File: config.mk
export PLATFORM = sky130hd
export DESIGN_NAME = fallthrough_small_fifo
export DESIGN_NICKNAME = d
export VERILOG_FILES = /design/src/rtl/fallthrough_small_fifo_pkg.sv /design/src/rtl/fallthrough_small_fifo.sv
export SDC_FILE = /design/constraint.sdc
export NUM_CORES = 1
export LEC_CHECK = 0
export CAP_MARGIN = 25
export CELL_PAD_IN_SITES_DETAIL_PLACEMENT = 0
export CELL_PAD_IN_SITES_GLOBAL_PLACEMENT = 2
export CORE_UTILIZATION = 47
export DETAILED_ROUTE_END_ITERATION = 6
export MAX_ROUTING_LAYER = met4
export PLACE_DENSITY_LB_ADDON = 0.2
export SLEW_MARGIN = 20
export SYNTH_ARGS = -nofsm -noshare
export SYNTH_HDL_FRONTEND = slang
export SYNTH_SLANG_ARGS = --single-unit
File: constraint.sdc
create_clock -name clk -period 10.45 [get_ports clk]
set_input_delay 2.09 -clock clk [delete_from_list [all_inputs] [get_ports clk]]
set_output_delay 2.09 -clock clk [all_outputs]
set_load 0.005 [all_outputs]
File: src/rtl/fallthrough_small_fifo_pkg.sv
// Shared types for the fall-through FIFO: occupancy-update opcode and the
// status-flag bundle with its decode from a registered word count.
package fallthrough_small_fifo_pkg;

  typedef enum logic [1:0] {
    OP_IDLE = 2'b00,
    OP_POP  = 2'b01,
    OP_PUSH = 2'b10,
    OP_BOTH = 2'b11
  } count_op_t;

  typedef struct packed {
    logic full;
    logic nearly_full;
    logic prog_full;
    logic empty;
  } fifo_flags_t;

  function automatic fifo_flags_t decode_flags(input int unsigned count,
                                               input int unsigned depth,
                                               input int unsigned prog_thresh);
    fifo_flags_t f;
    f.full        = (count == depth);
    f.nearly_full = (count >= depth - 1);
    f.prog_full   = (count >= prog_thresh);
    f.empty       = (count == 0);
    return f;
  endfunction

endpackage

File: src/rtl/fallthrough_small_fifo.sv
// First-word-fall-through FIFO: the head word sits on dout whenever the FIFO
// is not empty, and rd_en acknowledges (pops) it on the next rising edge.
module fallthrough_small_fifo
  import fallthrough_small_fifo_pkg::*;
#(
  parameter int WIDTH               = 72,
  parameter int MAX_DEPTH_BITS      = 3,
  parameter int PROG_FULL_THRESHOLD = 2**MAX_DEPTH_BITS - 1
) (
  input  logic             clk,
  input  logic             reset,
  input  logic [WIDTH-1:0] din,
  input  logic             wr_en,
  input  logic             rd_en,
  output logic [WIDTH-1:0] dout,
  output logic             full,
  output logic             nearly_full,
  output logic             prog_full,
  output logic             empty
);

  localparam int DEPTH = 1 << MAX_DEPTH_BITS;

  logic [WIDTH-1:0]        mem [DEPTH];
  logic [MAX_DEPTH_BITS-1:0] rd_ptr, wr_ptr;
  logic [MAX_DEPTH_BITS:0]   count, count_next;
  logic                      wr_accept, rd_accept;
  count_op_t                 op;
  fifo_flags_t               flags;

  // A write into a full FIFO is still legal when the head is popped on the
  // same edge: it lands in the slot being vacated.
  assign wr_accept = wr_en && (!full || rd_en);
  assign rd_accept = rd_en && !empty;
  assign op        = count_op_t'({wr_accept, rd_accept});

  always_comb begin
    // NOTE: default first so every path assigns count_next; no latch inferred.
    count_next = count;
    unique case (op)
      OP_PUSH: count_next = count + 1'b1;
      OP_POP:  count_next = count - 1'b1;
      default: count_next = count;
    endcase
  end

  always_ff @(posedge clk or negedge reset) begin
    if (!reset) begin
      rd_ptr <= '0;
      wr_ptr <= '0;
      count  <= '0;
    end else begin
      // NOTE: non-blocking updates so all state registers see pre-edge values.
      if (wr_accept) wr_ptr <= wr_ptr + 1'b1;
      if (rd_accept) rd_ptr <= rd_ptr + 1'b1;
      count <= count_next;
    end
  end

  // NOTE: storage is deliberately not reset; the count alone defines validity.
  always_ff @(posedge clk) begin
    if (wr_accept) mem[wr_ptr] <= din;
  end

  assign dout = mem[rd_ptr];

  assign flags       = decode_flags(32'(count), DEPTH, PROG_FULL_THRESHOLD);
  assign full        = flags.full;
  assign nearly_full = flags.nearly_full;
  assign prog_full   = flags.prog_full;
  assign empty       = flags.empty;

`ifndef SYNTHESIS
  always @(posedge clk) begin
    if (reset && wr_en && full && !rd_en) $display("%m: overflow, write dropped");
    if (reset && rd_en && empty)          $display("%m: underflow, read ignored");
  end
`endif

endmodule

# == Word-level counts from Yosys, hierarchy flattened ==
# Memories as Yosys holds them, arrays and structs flattened.
# Index checks and enable logic that the tools add are counted.
# totals
latchBits,0
input_bits,76
out_inout_bits,76
wordCells,22
mem_count,1
mem_bits_rw,576
ff_bits,10
romBits,0
# op_classes
mul,0
order_cmp,1
n_eq_ne,3
reduce_logical,7
bitwise_logic,0
div_mod_pow,0
shift,0
muxes,3
addsub,4
# mem_list
memory,words,word_bits,rd,rd_clocked_by_memory_dff,write_ports,line_no,source
mem,8,72,1,0,1,fallthrough_small_fifo.sv:24,logic [WIDTH-1:0] mem [DEPTH];
# ops
op,count
4-bit case mux with 2 select lines,1
"3-bit by 1-bit adder with 3-bit output, second input constant",2
"4-bit by 1-bit adder with 4-bit output, second input constant",1
"4-bit equality test, second input constant",1
"4-bit by 3-bit greater-or-equal comparator with 1-bit output, second input constant",1
4-bit zero test,1
"4-bit by 1-bit subtractor with 4-bit output, second input constant",1
"2-bit by 1-bit equality test with 1-bit output, second input constant",1
"2-bit equality test, second input constant",1
1-bit logical AND,2
1-bit zero test,2
1-bit two-way mux,2
2-bit nonzero test,1
1-bit logical OR,1

# == Longest topological paths before layout ==
# Gate-level depths: netlist of the first run.
# logic_depth
depth_word,6
depth_mapped,8
depth_no_buf,7

# == Worst setup path before layout of the first run ==
# OpenSTA, ideal clock, no wires.
# synth_timing
kind,input-to-reg
from,input rd_en
to,"memory mem[0][0], enable pin"
path_buffers,0
setup_time_ns,0.679
setup_slack_ns,0.784
stages,2
arrival_ns,8.987
required_ns,9.771
cell_sequence,o21ai_4 > nor4_1
# synth_between
elab_chain_len,4
# synth_lines
element,line_no,source
start: declaration,fallthrough_small_fifo.sv:14,"input logic rd_en,"
1-bit logical OR,fallthrough_small_fifo.sv:33,assign wr_accept = wr_en && (!full || rd_en);
1-bit logical AND,fallthrough_small_fifo.sv:33,
1-bit two-way mux,fallthrough_small_fifo.sv:62,if (wr_accept) mem[wr_ptr] <= din;
1-bit two-way mux (implied by the code),fallthrough_small_fifo.sv:62,
end: declaration,fallthrough_small_fifo.sv:24,
# No other way between the ends.

# == Final worst setup path of the first run ==
# layout_timing
from,register rd_ptr[0]
to,output dout[38]
# layout_between
elab_chain_len,1
# layout_lines
element,line_no,source
start: declaration,fallthrough_small_fifo.sv:25,"logic [MAX_DEPTH_BITS-1:0] rd_ptr, wr_ptr;"
start signal: assignment,fallthrough_small_fifo.sv:55,if (rd_accept) rd_ptr <= rd_ptr + 1'b1;
memory read 8 x 72 bit,--,
end: declaration,fallthrough_small_fifo.sv:15,"output logic [WIDTH-1:0] dout,"
# No other way between the ends.

==> impl_metrics.json, run 1 <==
{
  "min-delay-start": "count[2]$_DFFE_PN0P_",
  "leakage_uw": 0.00832,
  "start_kind": "flip-flop",
  "ff2ff_setup_slack_ns": 7.34,
  "cts.sinks": 586,
  "drt-total-wl_um": 42900,
  "final_common_cell": "edfxtp_1",
  "power_uw": 7370,
  "cts_root_buffer": "clkbuf_16",
  "holdWs_ns": 0.595,
  "ys_seq_area_frac": 0.788,
  "hold_viol": 0,
  "final_util": 0.566,
  "layout-drive-gt1-share": 0.291,
  "regArea_um2": 17600,
  "cap_violations": 0,
  "grt_pass1_vias": 10100,
  "crit_type": "reg -> out",
  "crit_fanout": 101,
  "min_period_ns": 5.76,
  "core_area_um2": 46700,
  "die_area_um2": 48300,
  "ys_warn_count": 0,
  "rows": 79,
  "max_clock_freq_mhz": 173,
  "fp.dieH_um": 220,
  "remaining_drc_errors": 24,
  "peakVddDrop_v": 0.000204,
  "cts_setup_buffers": 0,
  "max-slew-margin-rel": 0.300,
  "gr-total-overflow": 0,
  "regToRegEndpoint": "mem[5][26]$_DFFE_PP_",
  "whs_path_depth": 2,
  "power_density_nw_per_um2": 279,
  "grt_max_degree": 102,
  "hp-class": "reg -> reg",
  "wire_per_inst_um": 24.5,
  "grt_usage": 0.186,
  "fillers": 3491,
  "critPathArrivalTime_ns": 3.67,
  "antenna_found_initial": 6,
  "dp_hpwl_um": 21200,
  "postRouteAntennaNets": 0,
  "ios": 152,
  "synth_area_um2": 22300,
  "crit_path_end_kind": "output pin",
  "outcome": "finished with violations",
  "rsz0062_at_grt": "false",
  "tightest_slew_ns": 1.05,
  "io_buffers": 151,
  "timing.rr.start": "count[3]$_DFFE_PN0P_",
  "setup_viol": 0,
  "r2r.worst_path.cells": 4,
  "finalSetupTns_ns": 0,
  "violations": "design-rule violations",
  "path_clk_slew_ns": 0.05,
  "die_w_um": 220,
  "ys_types": 32,
  "drtIter0Drc": 646,
  "start_util": 0.477,
  "fin_crit_sh": 0.552,
  "final_nets": 1172,
  "hold_buffers": 0,
  "skew_ns": 0.0261,
  "cts_resized": 0,
  "whs_endpoint": "count[2]$_DFFE_PN0P_",
  "syn_avg_cell_area_um2": 24.7,
  "multi_input_area_um2": 4500,
  "numCtsBuffers": 59,
  "synth_cells": 901,
  "synth_nets": 983,
  "place.gp.congestion": 0.688,
  "vias_per_cell": 5.50,
  "layout_common_cells": "576 x edfxtp_1, 151 x clkdlybuf4s50_1, 144 x mux4_2, 73 x mux2_2, 61 x clkbuf_16",
  "insertion_delay_ns": 0.61,
  "htree_levels": 2,
  "grt_pass1_wl_um": 62900,
  "ys_ff_latch": 586,
  "drv_slew": 0,
  "cts_tree": "done",
  "cp.required_ns": 8.36,
  "drt_pass1_iterations": 6,
  "area_growth_pct": 18.7,
  "clk_path_buf_depth": 3,
  "vias": 9627
}
[Yosys cell counts (all sizes together)]
master  number  share of area
nand2        6         0.0010
mux2        74          0.038
fa           1        0.00090
o311ai       1        0.00039
nand2b       2        0.00056
nor3         4        0.00090
or4b         2         0.0011
o211ai       3         0.0010
edfxtp     576           0.78
a2111o       1        0.00051
ha           5         0.0028
a31o         1        0.00039
xor2         1        0.00039
nor2         3        0.00051
o41ai        1        0.00039
nor4         2        0.00056
mux4       144           0.15
mux2i        1        0.00045
nor3b        3         0.0010
nand3        2        0.00045
buf         25         0.0080
a21oi        2        0.00045
dfrtp       10          0.011
inv          6         0.0010
xnor2        5         0.0020
o21ai        2        0.00096
clkbuf      18         0.0030
[flip-flops by register name, summed over array words and instances (netlist names)]
signal  count
mem       576
count       4
wr_ptr      3
rd_ptr      3
[layout make-up]
cell class,instances,area share
multi-input combinational,266,0.170
sequential,586,0.665
timing repair buffer,171,0.0649
clock buffer,74,0.0596
clock inverter,33,0.0103
antenna,7,0.000663
inverter,6,0.000852
tap,607,0.0287
[power by group]
part           total, µW  internal [µW]  leakage, µW  switching [µW]
Combinational       2230           1270      0.00206             967
Sequential          3110           2960      0.00535             152
Clock               2020           1180     0.000906             836
[logic make-up after synthesis]
| logic type | synth area share |
|---|---|
| multiplexers | 0.184 |
| XOR/XNOR | 0.00236 |
| buffers and inverters | 0.0120 |
| AND/OR/NAND/NOR | 0.00607 |
| adder cells (fa/ha/maj) | 0.00371 |
| flip-flops | 0.788 |
| AO/OA/AOI/OAI | 0.00410 |
[per-stage QoR]
stage / worst slack [ns] / area (µm²) / std cells
after floorplan: 0.784 / 22300 / 901
after global placement: 5.00 / 24500 / 1634
after global routing: 4.40 / 26400 / 1749
after detailed placement: 5.02 / 24500 / 1634
after CTS: 4.35 / 26300 / 1741
final: 4.69 / 26400 / 1750
[worst max-delay path by stage]
stage	from	to	slack, ns
4_1_cts	rd_ptr[0]$_DFFE_PN0P_	dout[38]	4.35
6_report	rd_ptr[0]$_DFFE_PN0P_	dout[38]	4.69
5_1_grt	rd_ptr[0]$_DFFE_PN0P_	dout[1]	4.40
3_5_place_dp	rd_ptr[0]$_DFFE_PN0P_	dout[38]	5.02
2_1_floorplan	rd_en	mem[0][0]$_DFFE_PP_	0.78
3_3_place_gp	rd_ptr[0]$_DFFE_PN0P_	dout[38]	5.00
[critical path: stages, from the launching register on]
cell and delay (ns):
dfrtp_4 0.67, buf_16 0.28, buf_12 0.67, mux4_2 0.59
mux2_2 0.27, clkdlybuf4s50_1 0.50
[layer usage]
layer  vias up  track usage  routed length, µm
li1       4245            -                  -
met1      5143        0.247              18700
met2       188        0.298              21400
met3        51       0.0373               2100
met4         0       0.0480                669
met5         -            -                  0
(Power assumes the default switching activity.)
==> run 2: changes to the inputs <==
CORE_UTILIZATION = 43   (was 47)
clock period = 4.6 ns   (was 10.45 ns; I/O delays follow)
==> run 2 against run 1 <==
The run now ends clean. Sequential cell count is the same. Non-clock buffer count decreased by 1. Hold slack gained 0.055 ns. Sequential share of layout area is 0.34 points lower. Critical path type unchanged. Critical endpoint is now dout[43]. Largest cell class unchanged. Highest routed layer unchanged.
==> impl_metrics.json, run 2 (synthesis gave the netlist of run 1 again) <==
{
  "layout-drive-gt1-share": 0.288,
  "core_area_um2": 51200,
  "path_cells": "buf_12 > mux4_2 > mux2_2 > clkdlybuf4s50_1",
  "holdWs_ns": 0.650,
  "drtIter0Drc": 535,
  "critPathArrivalTime_ns": 3.05,
  "insertion_delay_ns": 0.60,
  "cts_tree": "done",
  "outcome": "complete, no violations",
  "whs_path_depth": 2,
  "timing.rr.start": "count[0]$_DFFE_PN0P_",
  "layout_common_cells": "576 x edfxtp_1, 151 x clkdlybuf4s50_1, 144 x mux4_2, 73 x mux2_2, 59 x clkbuf_16",
  "grt_pass1_wl_um": 65600,
  "crit_type": "reg -> out",
  "regToRegEndpoint": "count[3]$_DFFE_PN0P_",
  "critical_path.top_delay_family": "buffers and inverters",
  "tightest_slew_ns": 0.871,
  "dp.cells": 1708,
  "area_growth_pct": 19.3,
  "die_area_um2": 52700,
  "crit_slowest_cell": "dfrtp_4",
  "reg_top3": "mem: 576 flops, count: 4 flops",
  "rsz0062_at_grt": "false",
  "cap_violations": 0,
  "crit_fanout": 52,
  "max-slew-margin-rel": 0.416,
  "postRouteAntennaNets": 0,
  "final_util": 0.519,
  "hold_buffers": 0,
  "largest_register_ffs": 576,
  "die_w_um": 230,
  "cts_setup_buffers": 0,
  "regArea_um2": 17600,
  "cts.sinks": 586,
  "skew_ns": 0.0102,
  "min_period_ns": 3.97,
  "fillers": 4011,
  "final_common_cell": "edfxtp_1",
  "finalSetupTns_ns": 0,
  "path_clk_slew_ns": 0.06,
  "r2r.worst_path.cells": 7,
  "grt_pass1_vias": 10600,
  "min-delay-start": "count[2]$_DFFE_PN0P_",
  "io_buffers": 151,
  "htree_levels": 2,
  "place.gp.congestion": 0.676,
  "power_density_nw_per_um2": 630,
  "peakVddDrop_v": 0.000365,
  "cts_resized": 0,
  "max_clock_freq_mhz": 252,
  "setup_viol": 0,
  "drt-total-wl_um": 43400,
  "antenna_found_initial": 3,
  "cp.required_ns": 3.68,
  "fin_ws_ns": 0.631,
  "cp_num_buf_inv": 2,
  "clk_path_buf_depth": 3,
  "slowest_delay_ns": 0.63,
  "whs_endpoint": "count[2]$_DFFE_PN0P_",
  "numCtsBuffers": 59,
  "rows": 83,
  "ios": 152,
  "grt_usage": 0.174,
  "ff2ff_setup_slack_ns": 1.44,
  "cts_root_buffer": "clkbuf_16",
  "multi_input_area_um2": 4520,
  "gr-total-overflow": 0,
  "hp-class": "reg -> reg",
  "wire_per_inst_um": 23.9,
  "grt_max_degree": 73,
  "drt_pass1_iterations": 4,
  "start_util": 0.435,
  "fin_cells": 1813,
  "final_nets": 1171,
  "fp.dieH_um": 230,
  "fin_crit_sh": 0.863,
  "remaining_drc_errors": 0,
  "regMostFlops": "mem",
  "vias": 9653,
  "crit_path_end_kind": "output pin",
  "hold_viol": 0,
  "leakage_uw": 0.00830,
  "place_ws_ns": 1.08,
  "vias_per_cell": 5.32,
  "start_kind": "flip-flop",
  "drv_slew": 0,
  "dp_hpwl_um": 21500
}
## run 2: area by class of cell
type,instances,share of cell area
clock buffers,73,0.0576
clock inverters,28,0.00956
flip-flops and latches,586,0.661
inverters,6,0.000848
well taps,680,0.0320
diodes,4,0.000377
repair buffers,170,0.0684
multi-input cells,266,0.170
## run 2: through the flow
| stage | instance area, µm² | total power [µW] |
|---|---|---|
| 2_1_floorplan | 22300 | 10200 |
| 3_3_place_gp | 24800 | 12500 |
| 3_5_place_dp | 24800 | 12500 |
| 4_1_cts | 26500 | 17000 |
| 5_1_grt | 26600 | 17500 |
| 6_report | 26600 | 16700 |
## run 2: power breakdown
group / switching (µW) / total (µW) / internal (µW)
Combinational: 2250 / 5190 / 2930
Sequential: 345 / 7070 / 6720
Clock: 1870 / 4470 / 2610
Total: 4470 / 16700 / 12300
## run 2: layer usage
| metal | vias up | track usage | part of all wire |
|---|---|---|---|
| li1 | 4241 | - | - |
| met1 | 5196 | 0.230 | 0.44 |
| met2 | 156 | 0.282 | 0.50 |
| met3 | 60 | 0.0334 | 0.039 |
| met4 | 0 | 0.0390 | 0.016 |
| met5 | - | - | 0 |
## run 2: how the worst max path moves through the flow
stage	from	endpoint	depth (start not counted)
2_1_floorplan	rd_en	mem[2][0]$_DFFE_PP_	2
3_3_place_gp	rd_en	count[3]$_DFFE_PN0P_	7
3_5_place_dp	rd_en	count[3]$_DFFE_PN0P_	7
4_1_cts	rd_ptr[0]$_DFFE_PN0P_	dout[51]	4
5_1_grt	rd_ptr[0]$_DFFE_PN0P_	dout[47]	4
6_report	rd_ptr[0]$_DFFE_PN0P_	dout[43]	4
## run 2: worst reg2reg max path, stage by stage (launching register included)
cell,delay [ns]
dfrtp_1,0.48
or4b_4,0.62
o21ai_4,0.32
ha_1,0.37
ha_1,0.34
or4b_2,0.64
o311ai_0,0.13
o211ai_1,0.13
==> run 3: changes to the inputs <==
CAP_MARGIN = unset   (was 25)
CORE_MARGIN = 2   (was unset)
SKIP_LAST_GASP = 1   (was unset)
==> run 3 against run 2 <==
Setup slack better by 0.0039 ns. Register-to-register slack improved by 0.03 ns. Combinational power barely moved. Die area grew 1.8%. Largest power group unchanged. Critical path depth is the same. Sequential cell count unchanged.
==> impl_metrics.json, run 3 (synthesis gave the netlist of run 1 again) <==
{
  "crit_path_end_kind": "output pin",
  "fp.dieH_um": 232,
  "reg_top3": "mem: 576 flops, count: 4 flops",
  "crit_path_start": "rd_ptr[0]$_DFFE_PN0P_",
  "timing.rr.start": "count[0]$_DFFE_PN0P_",
  "ff2ff_setup_slack_ns": 1.47,
  "largest_register_ffs": 576,
  "tightest_slew_ns": 0.922,
  "rows": 83,
  "max-slew-margin-rel": 0.383,
  "drtIter0Drc": 533,
  "fillers": 4071,
  "leakage_uw": 0.00828,
  "comb_power_share": 0.312,
  "p_int_uw": 12200,
  "drv_slew": 0,
  "clk_path_buf_depth": 3,
  "regMostFlops": "mem",
  "cts_resized": 0,
  "finalSetupTns_ns": 0,
  "cts_tree": "done",
  "skew_ns": 0.0118,
  "fin_crit_sh": 0.862,
  "core_area_um2": 51300,
  "power_density_nw_per_um2": 630,
  "max_clock_freq_mhz": 252,
  "remaining_drc_errors": 0,
  "layout-drive-gt1-share": 0.286,
  "hold_viol": 0,
  "start_util": 0.434,
  "area_growth_pct": 19.2,
  "ios": 152,
  "cp.required_ns": 3.68,
  "wire_per_inst_um": 24.7,
  "die_area_um2": 53600,
  "insertion_delay_ns": 0.60,
  "cap_violations": 0,
  "seq_power_share": 0.423,
  "regArea_um2": 17600,
  "dp.cells": 1707,
  "crit_type": "reg -> out",
  "numCtsBuffers": 58,
  "switchingPower_uw": 4510,
  "final_util": 0.517,
  "cts.sinks": 586,
  "die_w_um": 232,
  "place.gp.congestion": 0.690,
  "grt_pass1_wl_um": 67200,
  "start_kind": "flip-flop",
  "fin_ws_ns": 0.635,
  "htree_levels": 2,
  "min_period_ns": 3.97,
  "cp-endpoint": "dout[1]",
  "gr-total-overflow": 0,
  "final_common_cell": "edfxtp_1",
  "multi_input_area_um2": 4520,
  "hold_buffers": 0,
  "path_clk_slew_ns": 0.06,
  "final_nets": 1169,
  "r2r.worst_path.cells": 7,
  "setup_viol": 0,
  "dp_hpwl_um": 22200,
  "io_buffers": 151,
  "outcome": "complete, no violations",
  "grt_max_degree": 73,
  "sw_frac_of_total": 0.270,
  "antenna_found_initial": 3,
  "critPathArrivalTime_ns": 3.05,
  "grt_pass1_vias": 10700,
  "drt-total-wl_um": 44600,
  "regToRegEndpoint": "count[3]$_DFFE_PN0P_",
  "crit_fanout": 26,
  "cts_setup_buffers": 0,
  "rsz0062_at_grt": "false",
  "postRouteAntennaNets": 0,
  "vias_per_cell": 5.35,
  "vias": 9685,
  "fin_cells": 1810,
  "layout_common_cells": "576 x edfxtp_1, 151 x clkdlybuf4s50_1, 144 x mux4_2, 73 x mux2_2, 59 x clkbuf_16",
  "grt_usage": 0.176,
  "place_ws_ns": 1.05,
  "cts_root_buffer": "clkbuf_16",
  "drt_pass1_iterations": 4,
  "hp-class": "reg -> reg",
  "peakVddDrop_v": 0.000481,
  "power.share.clock": 0.265
}
[run 3: cell count changes in the layout (fill, tap and decap cells not counted)]
cell	delta
clkbuf_1	-1
diode_2	-1
clkinv_1	+2
bufinv_16	-1
clkinv_4	+1
buf_12	+1
buf_4	-2
clkinvlp_4	+1
clkinv_2	-3
[run 3: how the worst min path moves through the flow]
stage                          from                    end  slack, ns  cells past startpoint
2_1_floorplan  count[0]$_DFFE_PN0P_   count[0]$_DFFE_PN0P_       0.54                      2
3_3_place_gp   count[2]$_DFFE_PN0P_   count[2]$_DFFE_PN0P_       0.60                      2
3_5_place_dp   count[2]$_DFFE_PN0P_   count[2]$_DFFE_PN0P_       0.62                      2
4_1_cts        count[2]$_DFFE_PN0P_   count[2]$_DFFE_PN0P_       0.63                      2
5_1_grt                       reset  wr_ptr[2]$_DFFE_PN0P_       0.67                      1
6_report       count[2]$_DFFE_PN0P_   count[2]$_DFFE_PN0P_       0.62                      2
[run 3: critical path, stage by stage, from the launching register on]
cell and delay, ns:
dfrtp_4 0.54, buf_4 0.50, mux4_2 0.57, mux2_2 0.27, clkdlybuf4s50_1 0.53
[run 3: layer usage]
metal	global-route usage	share of wire
met2	0.284	0.50
met1	0.233	0.44
met5	-	0
met3	0.0331	0.040
met4	0.0451	0.020
[run 3: per-stage QoR]
step / hold WS (ns) / total power [µW] / area [µm²]
floorplan: 0.540 / 10200 / 22300
global placement: 0.602 / 12600 / 24800
detailed placement: 0.617 / 12600 / 24800
CTS: 0.634 / 17000 / 26500
global route: 0.671 / 17500 / 26500
finish: 0.621 / 16700 / 26500
[run 3: power groups by stage]
stage	combinational, µW	clock [µW]	sequential [µW]
2_1_floorplan	3210	0	7040
3_3_place_gp	5390	0	7160
3_5_place_dp	5360	0	7200
4_1_cts	5390	4550	7090
5_1_grt	5630	4740	7150
6_report	5220	4430	7070
[run 3: layout make-up]
type	count	area share
Antenna cell	3	0.000283
Clock buffer	72	0.0575
Clock inverter	28	0.00877
Inverter	6	0.000849
Multi-Input combinational cell	266	0.170
Sequential cell	586	0.662
Tap cell	680	0.0321
Timing Repair Buffer	169	0.0687
